===== config.mk =====
export PLATFORM = sky130hd
export DESIGN_NAME = mem_unload
export DESIGN_NICKNAME = d
export VERILOG_FILES = /design/src/rtl/mem_unload.sv
export SDC_FILE = /design/constraint.sdc
export NUM_CORES = 1
export LEC_CHECK = 0
export BUFFER_PORTS_ARGS = -buffer_cell sky130_fd_sc_hd__buf_2
export CAP_MARGIN = 10
export CORE_MARGIN = 3
export CORE_UTILIZATION = 60
export CTS_BUF_LIST = sky130_fd_sc_hd__clkbuf_8
export DETAILED_ROUTE_END_ITERATION = 10
export PLACE_DENSITY = 0.8
export SYNTH_ARGS = -nofsm -noshare
export SYNTH_HDL_FRONTEND = slang
export SYNTH_SLANG_ARGS = --single-unit

===== constraint.sdc =====
create_clock -name clk -period 2.4 [get_ports clk]
set_clock_uncertainty 0.15 [all_clocks]
set_input_delay 0.48 -clock clk [delete_from_list [all_inputs] [get_ports clk]]
set_output_delay 0.48 -clock clk [all_outputs]
set_load 0.02 [all_outputs]

===== src/rtl/mem_unload.sv =====
// mem_unload
//
// Streams the contents of the sample RAM to a downstream consumer. On a
// do_unload request it sweeps the RAM once, in natural or bit-reversed order,
// issuing at most one read per cycle. Read data returns RD_LAT cycles later,
// lands in a small FIFO, and the FIFO head is presented on a valid/ready
// stream. Reads are throttled by a credit check so the FIFO never overflows,
// whatever the consumer does with out_ready.
//
// Ports
//   clk            sole clock, rising edge
//   rst_n          synchronous active-low reset
//   do_unload      level request; starts an unload when sampled high in IDLE
//   mem_addr       RAM read address (bits above LOG2N are 0)
//   mem_rd_en      RAM read strobe, qualifies mem_addr
//   mem_rdata      RAM read data, valid RD_LAT cycles after mem_rd_en
//   out_data       stream data (0 while out_valid is low)
//   out_valid      stream data valid
//   out_ready      consumer accepts the current word
//   out_last       marks the final word of the unload
//   busy           high while reading or draining
//   data_unloaded  high from completion until do_unload is released
module mem_unload #(
    parameter int N_POINTS = 1024,
    parameter int LOG2N    = 10,
    parameter int ADDR_W   = 11,
    parameter int DATA_W   = 10,
    parameter int RD_LAT   = 1,
    parameter int BIT_REV  = 0
) (
    input  logic              clk,
    input  logic              rst_n,
    input  logic              do_unload,
    output logic [ADDR_W-1:0] mem_addr,
    output logic              mem_rd_en,
    input  logic [DATA_W-1:0] mem_rdata,
    output logic [DATA_W-1:0] out_data,
    output logic              out_valid,
    input  logic              out_ready,
    output logic              out_last,
    output logic              busy,
    output logic              data_unloaded
);

    localparam logic [1:0] IDLE  = 2'd0;
    localparam logic [1:0] RUN   = 2'd1;
    localparam logic [1:0] DRAIN = 2'd2;
    localparam logic [1:0] DONE  = 2'd3;

    // Buffer must hold every read that can be outstanding: RD_LAT in the
    // RAM pipeline plus two so a full-rate stream never bubbles.
    localparam int DEPTH = RD_LAT + 2;
    localparam int PTR_W = $clog2(DEPTH);
    localparam int CNT_W = $clog2(DEPTH + 1);

    logic [1:0]        state;
    logic [LOG2N:0]    rd_cnt;
    logic [LOG2N-1:0]  out_cnt;
    logic [RD_LAT-1:0] rd_vld_p;
    logic [DATA_W-1:0] fifo_mem [2**PTR_W];
    logic [PTR_W-1:0]  wr_ptr;
    logic [PTR_W-1:0]  rd_ptr;
    logic [CNT_W-1:0]  fifo_count;
    logic              credit_ok;
    logic              rd_en;
    logic              push;
    logic              pop;
    logic [LOG2N-1:0]  addr_lo;

    function automatic int popcount(input logic [RD_LAT-1:0] v);
        int n;
        n = 0;
        for (int i = 0; i < RD_LAT; i++) begin
            if (v[i]) n++;
        end
        return n;
    endfunction

    function automatic logic [LOG2N-1:0] bitrev(input logic [LOG2N-1:0] v);
        logic [LOG2N-1:0] r;
        for (int i = 0; i < LOG2N; i++) begin
            r[i] = v[LOG2N-1-i];
        end
        return r;
    endfunction

    // Pointers wrap at DEPTH, which need not be a power of two.
    function automatic logic [PTR_W-1:0] ptr_next(input logic [PTR_W-1:0] p);
        return (p == PTR_W'(DEPTH - 1)) ? '0 : p + PTR_W'(1);
    endfunction

    always_comb begin
        // A same-cycle pop is deliberately not credited, so a push can never
        // land on a full FIFO.
        credit_ok = (int'(fifo_count) + popcount(rd_vld_p)) < DEPTH;
        rd_en     = (state == RUN) && credit_ok;
        push      = rd_vld_p[RD_LAT-1];
        pop       = out_valid && out_ready;
        addr_lo   = (BIT_REV != 0) ? bitrev(rd_cnt[LOG2N-1:0]) : rd_cnt[LOG2N-1:0];
    end

    assign mem_addr      = ADDR_W'(addr_lo);
    assign mem_rd_en     = rd_en;
    assign out_valid     = (fifo_count != '0);
    assign out_data      = out_valid ? fifo_mem[rd_ptr] : '0;
    assign out_last      = out_valid && (out_cnt == LOG2N'(N_POINTS - 1));
    assign busy          = (state == RUN) || (state == DRAIN);
    assign data_unloaded = (state == DONE);

    // Stage p0..p(RD_LAT-1): read strobe travelling alongside the RAM pipeline
    always_ff @(posedge clk) begin
        if (!rst_n) begin
            rd_vld_p <= '0;
        end else begin
            rd_vld_p[0] <= rd_en;
            for (int i = 1; i < RD_LAT; i++) begin
                rd_vld_p[i] <= rd_vld_p[i-1];
            end
        end
    end

    // FIFO storage: data only, occupancy is tracked by the control below
    always_ff @(posedge clk) begin
        if (push) fifo_mem[wr_ptr] <= mem_rdata;
    end

    always_ff @(posedge clk) begin
        if (!rst_n) begin
            wr_ptr     <= '0;
            rd_ptr     <= '0;
            fifo_count <= '0;
        end else begin
            if (push) wr_ptr <= ptr_next(wr_ptr);
            if (pop)  rd_ptr <= ptr_next(rd_ptr);
            if (push && !pop)      fifo_count <= fifo_count + CNT_W'(1);
            else if (!push && pop) fifo_count <= fifo_count - CNT_W'(1);
        end
    end

    always_ff @(posedge clk) begin
        if (!rst_n) begin
            state   <= IDLE;
            rd_cnt  <= '0;
            out_cnt <= '0;
        end else begin
            if (pop) out_cnt <= out_cnt + LOG2N'(1);
            case (state)
                IDLE: begin
                    if (do_unload) begin
                        state   <= RUN;
                        rd_cnt  <= '0;
                        out_cnt <= '0;
                    end
                end
                RUN: begin
                    if (rd_en) begin
                        rd_cnt <= rd_cnt + (LOG2N+1)'(1);
                        if (rd_cnt == (LOG2N+1)'(N_POINTS - 1)) state <= DRAIN;
                    end
                end
                DRAIN: begin
                    if (pop && (out_cnt == LOG2N'(N_POINTS - 1))) state <= DONE;
                end
                DONE: begin
                    // Level request must drop before another unload can start.
                    if (!do_unload) state <= IDLE;
                end
                default: state <= IDLE;
            endcase
        end
    end

endmodule

==> flow_summary_export.csv <==
group,metric,value,unit
outcome,outcome,"completed",
synth,seq_area_frac_synth,58.3,%
detailed_routing,drtPass1Iterations,4,
clocking,tritoncts,"done",
final_layout,num-nets-final,309,
global_routing,grt_pass1_vias,1857,
synth,yosys.area.top_type_share,38.0,%
final_layout,fin_area,3580,um2
timing,tightest_slew,0.576,ns
setup_path,crit_buf_inv,2,
timing,max-slew-margin-rel,61.4,%
detailed_routing,route.detailed.drc,0,
placed_design,placed_area,3370,um2
worst_hold_path,min_from,"mem_rdata[5]",
setup_path,cp_num_cells,4,
final_layout,most-common-layout-cells,"40 x edfxtp_1, 37 x buf_2, 30 x dfxtp_1",
synth,yosys.area.top_type,"edfxtp_1",
synth,netlist_area,3160,um2
final_layout,finalNonFillerCells,357,
power_and_ir_drop,p_comb_share,29.1,%
setup_path,critPathCapture,"out_data[8]",
detailed_routing,routed_wl,5.26,mm
timing,setup_viol,0,
global_routing,grt_max_degree,16,
placed_design,numPortBuffers,38,
synth,synth-seq-cells,72,
setup_path,startpoint_type,"flop",
timing,tns,0,ns
setup_path,worst_path_largest_cell_delay,0.50,ns
power_and_ir_drop,p_per_area,955,nW/um2
final_layout,drive_gt1_share,27.9,%
setup_path,crit_family,"multiplexers",
timing,finalCriticalPeriod,2.31,ns
floorplan,die_h,78.5,um
timing,hold_violations,0,
global_routing,grt_pass1_wl,8.78,mm
synth,synth-edff-count,40,
clocking,clockRootBuffer,"clkbuf_8",
power_and_ir_drop,worst_ir_drop_vdd,0.866,mV
setup_path,worstPathRequired,1.77,ns
global_routing,antenna_found_initial,0,
final_layout,syn2layout_area_growth,13.4,%
setup_path,timing.rr.start,"fifo_count[0]",
placed_design,dp_hpwl,3.64,mm
placed_design,globalplace.congestion,0.791,
synth,synthArstFlopShare,0,%
clocking,cts_inserted_buffers,9,
setup_path,crit_slowest_cell,"mux4_2",
power_and_ir_drop,p_clk_share,27.3,%
synth,synthFlopType,"edfxtp_1",
power_and_ir_drop,switching_power,0.00109,W
clocking,cts-hold-fix-buffers,0,
floorplan,start_util,64.3,%
clocking,numClockSinks,72,
floorplan,io_pins,40,
power_and_ir_drop,p_int,0.00232,W
detailed_routing,vias,1894,
power_and_ir_drop,cellLeakagePower,1.38,nW
detailed_routing,drt-wirelength-per-cell,14.7,um
clocking,cts_buffer_depth,2,
synth,synth_nets,271,
synth,yosysUniqueCellTypes,42,
synth,syn_area_per_cell,12.8,um2
global_routing,grt_overflow,0,
clocking,cts_resized,2,
setup_path,critPathMaxFanout,8,
floorplan,core-area,4910,um2
detailed_routing,drtIter0Drc,107,
placed_design,placedCellCount,341,
detailed_routing,antenna_left,0,
power_and_ir_drop,pwr-share-seq,43.5,%
final_layout,diodes,0,
setup_path,reg2reg_depth,7,
floorplan,dieWidth,78.5,um
setup_path,rrSetupSlack,0.28,ns
final_layout,fillers,337,
setup_path,r2r-end,"rd_cnt[5]",
final_layout,final_common_cell,"edfxtp_1",
global_routing,grt_util_all_layers,18.9,%
synth,synthTopCellsByArea,"edfxtp_1 38%, dfxtp_1 20%, mux4_2 7.1%",
timing,slew_viol_final,0,
clocking,clk_pin_slew,0.07,ns
clocking,post-cts-setup-buffers,0,
synth,syn_inst,247,
setup_path,end_kind,"output port",
run,drv_cap,0,
setup_path,crit_chain,"buf_12, mux4_2, and2_1, buf_2",
worst_hold_path,min_path_type,"primary input to flop",
floorplan,dieArea,6170,um2
synth,ys_warn_count,0,
power_and_ir_drop,switching_share,32.0,%
clocking,clkLatencyLatePin,0.33,ns
timing,timing.fmax,432,MHz
timing,rsz0062_at_grt,"false",
floorplan,rows,25,
timing,holdWs,0.207,ns
detailed_routing,routed_via_density,5.31,
clocking,h-tree-depth,3,
timing,fin_crit_sh,96.4,%
setup_path,worst-setup-path-type,"flop to output port",
setup_path,crit_arrival,1.68,ns
[per-layer routing]
metal	track usage (%)	wire length, um	vias to the layer above
li1	-	-	944
met1	22.7	2310	897
met2	32.0	2640	41
met3	4.24	189	12
met4	9.09	121	0
met5	0	0	-
[logic make-up (layout without fill, tap and decap cells)]
| kind of cell | after synthesis | after routing | synth area share (%) |
|---|---|---|---|
| and+or+nand+nor | 90 | 90 | 14.7 |
| buffers and inverters | 21 | 64 | 3.96 |
| DFF | 72 | 72 | 58.3 |
| muxes | 11 | 11 | 7.45 |
| xor gates and xnor gates | 19 | 19 | 5.27 |
| adders and majority gates | 10 | 10 | 3.96 |
| AOI/OAI and AO/OA | 23 | 23 | 6.14 |
| other | 1 | 1 | 0.119 |
[area by class of cell]
| cell class | count | area (um2) | share of cell area, % |
|---|---|---|---|
| clock inverter | 6 | 58.8 | 1.64 |
| sequential | 72 | 1850 | 51.6 |
| inverter | 5 | 18.8 | 0.524 |
| tap | 67 | 83.8 | 2.34 |
| clock buffer | 10 | 138 | 3.84 |
| timing repair buffer | 43 | 243 | 6.78 |
| multi-input combinational | 154 | 1190 | 33.3 |
[worst register-to-register path: cells and delay by family (launching register included)]
family | cells | cell delay (ns)
AOI/OAI and AO/OA | 2 | 0.65
and+or+nand+nor | 2 | 0.20
xor gates and xnor gates | 1 | 0.15
adders and majority gates | 2 | 0.48
DFF | 1 | 0.35
[worst min-delay path by stage]
stage          depth (start not counted)             end  slack, ns
2_1_floorplan                          2      out_cnt[1]       0.30
3_3_place_gp                           2      out_cnt[1]       0.31
3_5_place_dp                           2      out_cnt[1]       0.32
4_1_cts                                1  fifo_mem[2][5]       0.19
5_1_grt                                1  fifo_mem[2][5]       0.19
6_report                               1  fifo_mem[2][5]       0.21
[registers in the layout (all words and copies together) (netlist names), named ones only]
register and count:
rd_ptr 2, wr_ptr 2, fifo_count 2, fifo_mem 40, push 1, rd_cnt 11
state 2, out_cnt 10
[power by group through the flow]
stage | logic (W) | clock network (W) | registers [W]
final | 0.000996 | 0.000935 | 0.00149
after floorplan | 0.000754 | 0 | 0.00149
after global placement | 0.000966 | 0 | 0.00150
after detailed placement | 0.000991 | 0 | 0.00151
after CTS | 0.00100 | 0.000953 | 0.00149
after global routing | 0.00110 | 0.00102 | 0.00150
[per-stage QoR]
step	setup slack (ns)	util (%)	total power, W
3_3_place_gp	0.289	68.7	0.00247
5_1_grt	0.0219	72.9	0.00362
4_1_cts	0.00505	72.8	0.00344
3_5_place_dp	0.240	68.7	0.00250
2_1_floorplan	0.363	-	0.00224
6_report	0.0871	72.9	0.00342
[cell usage after synthesis, types with 4 or more instances]
library cell,n
ha_1,10
nor2_1,25
a21oi_1,6
nand2_1,20
nand4_1,5
xnor2_1,4
buf_4,12
and2_1,13
dfxtp_1,32
inv_1,4
edfxtp_1,40
mux4_2,10
xor2_1,15
and3_1,5
nor2b_1,7
Note: power is estimated with default switching activity, not from simulation.
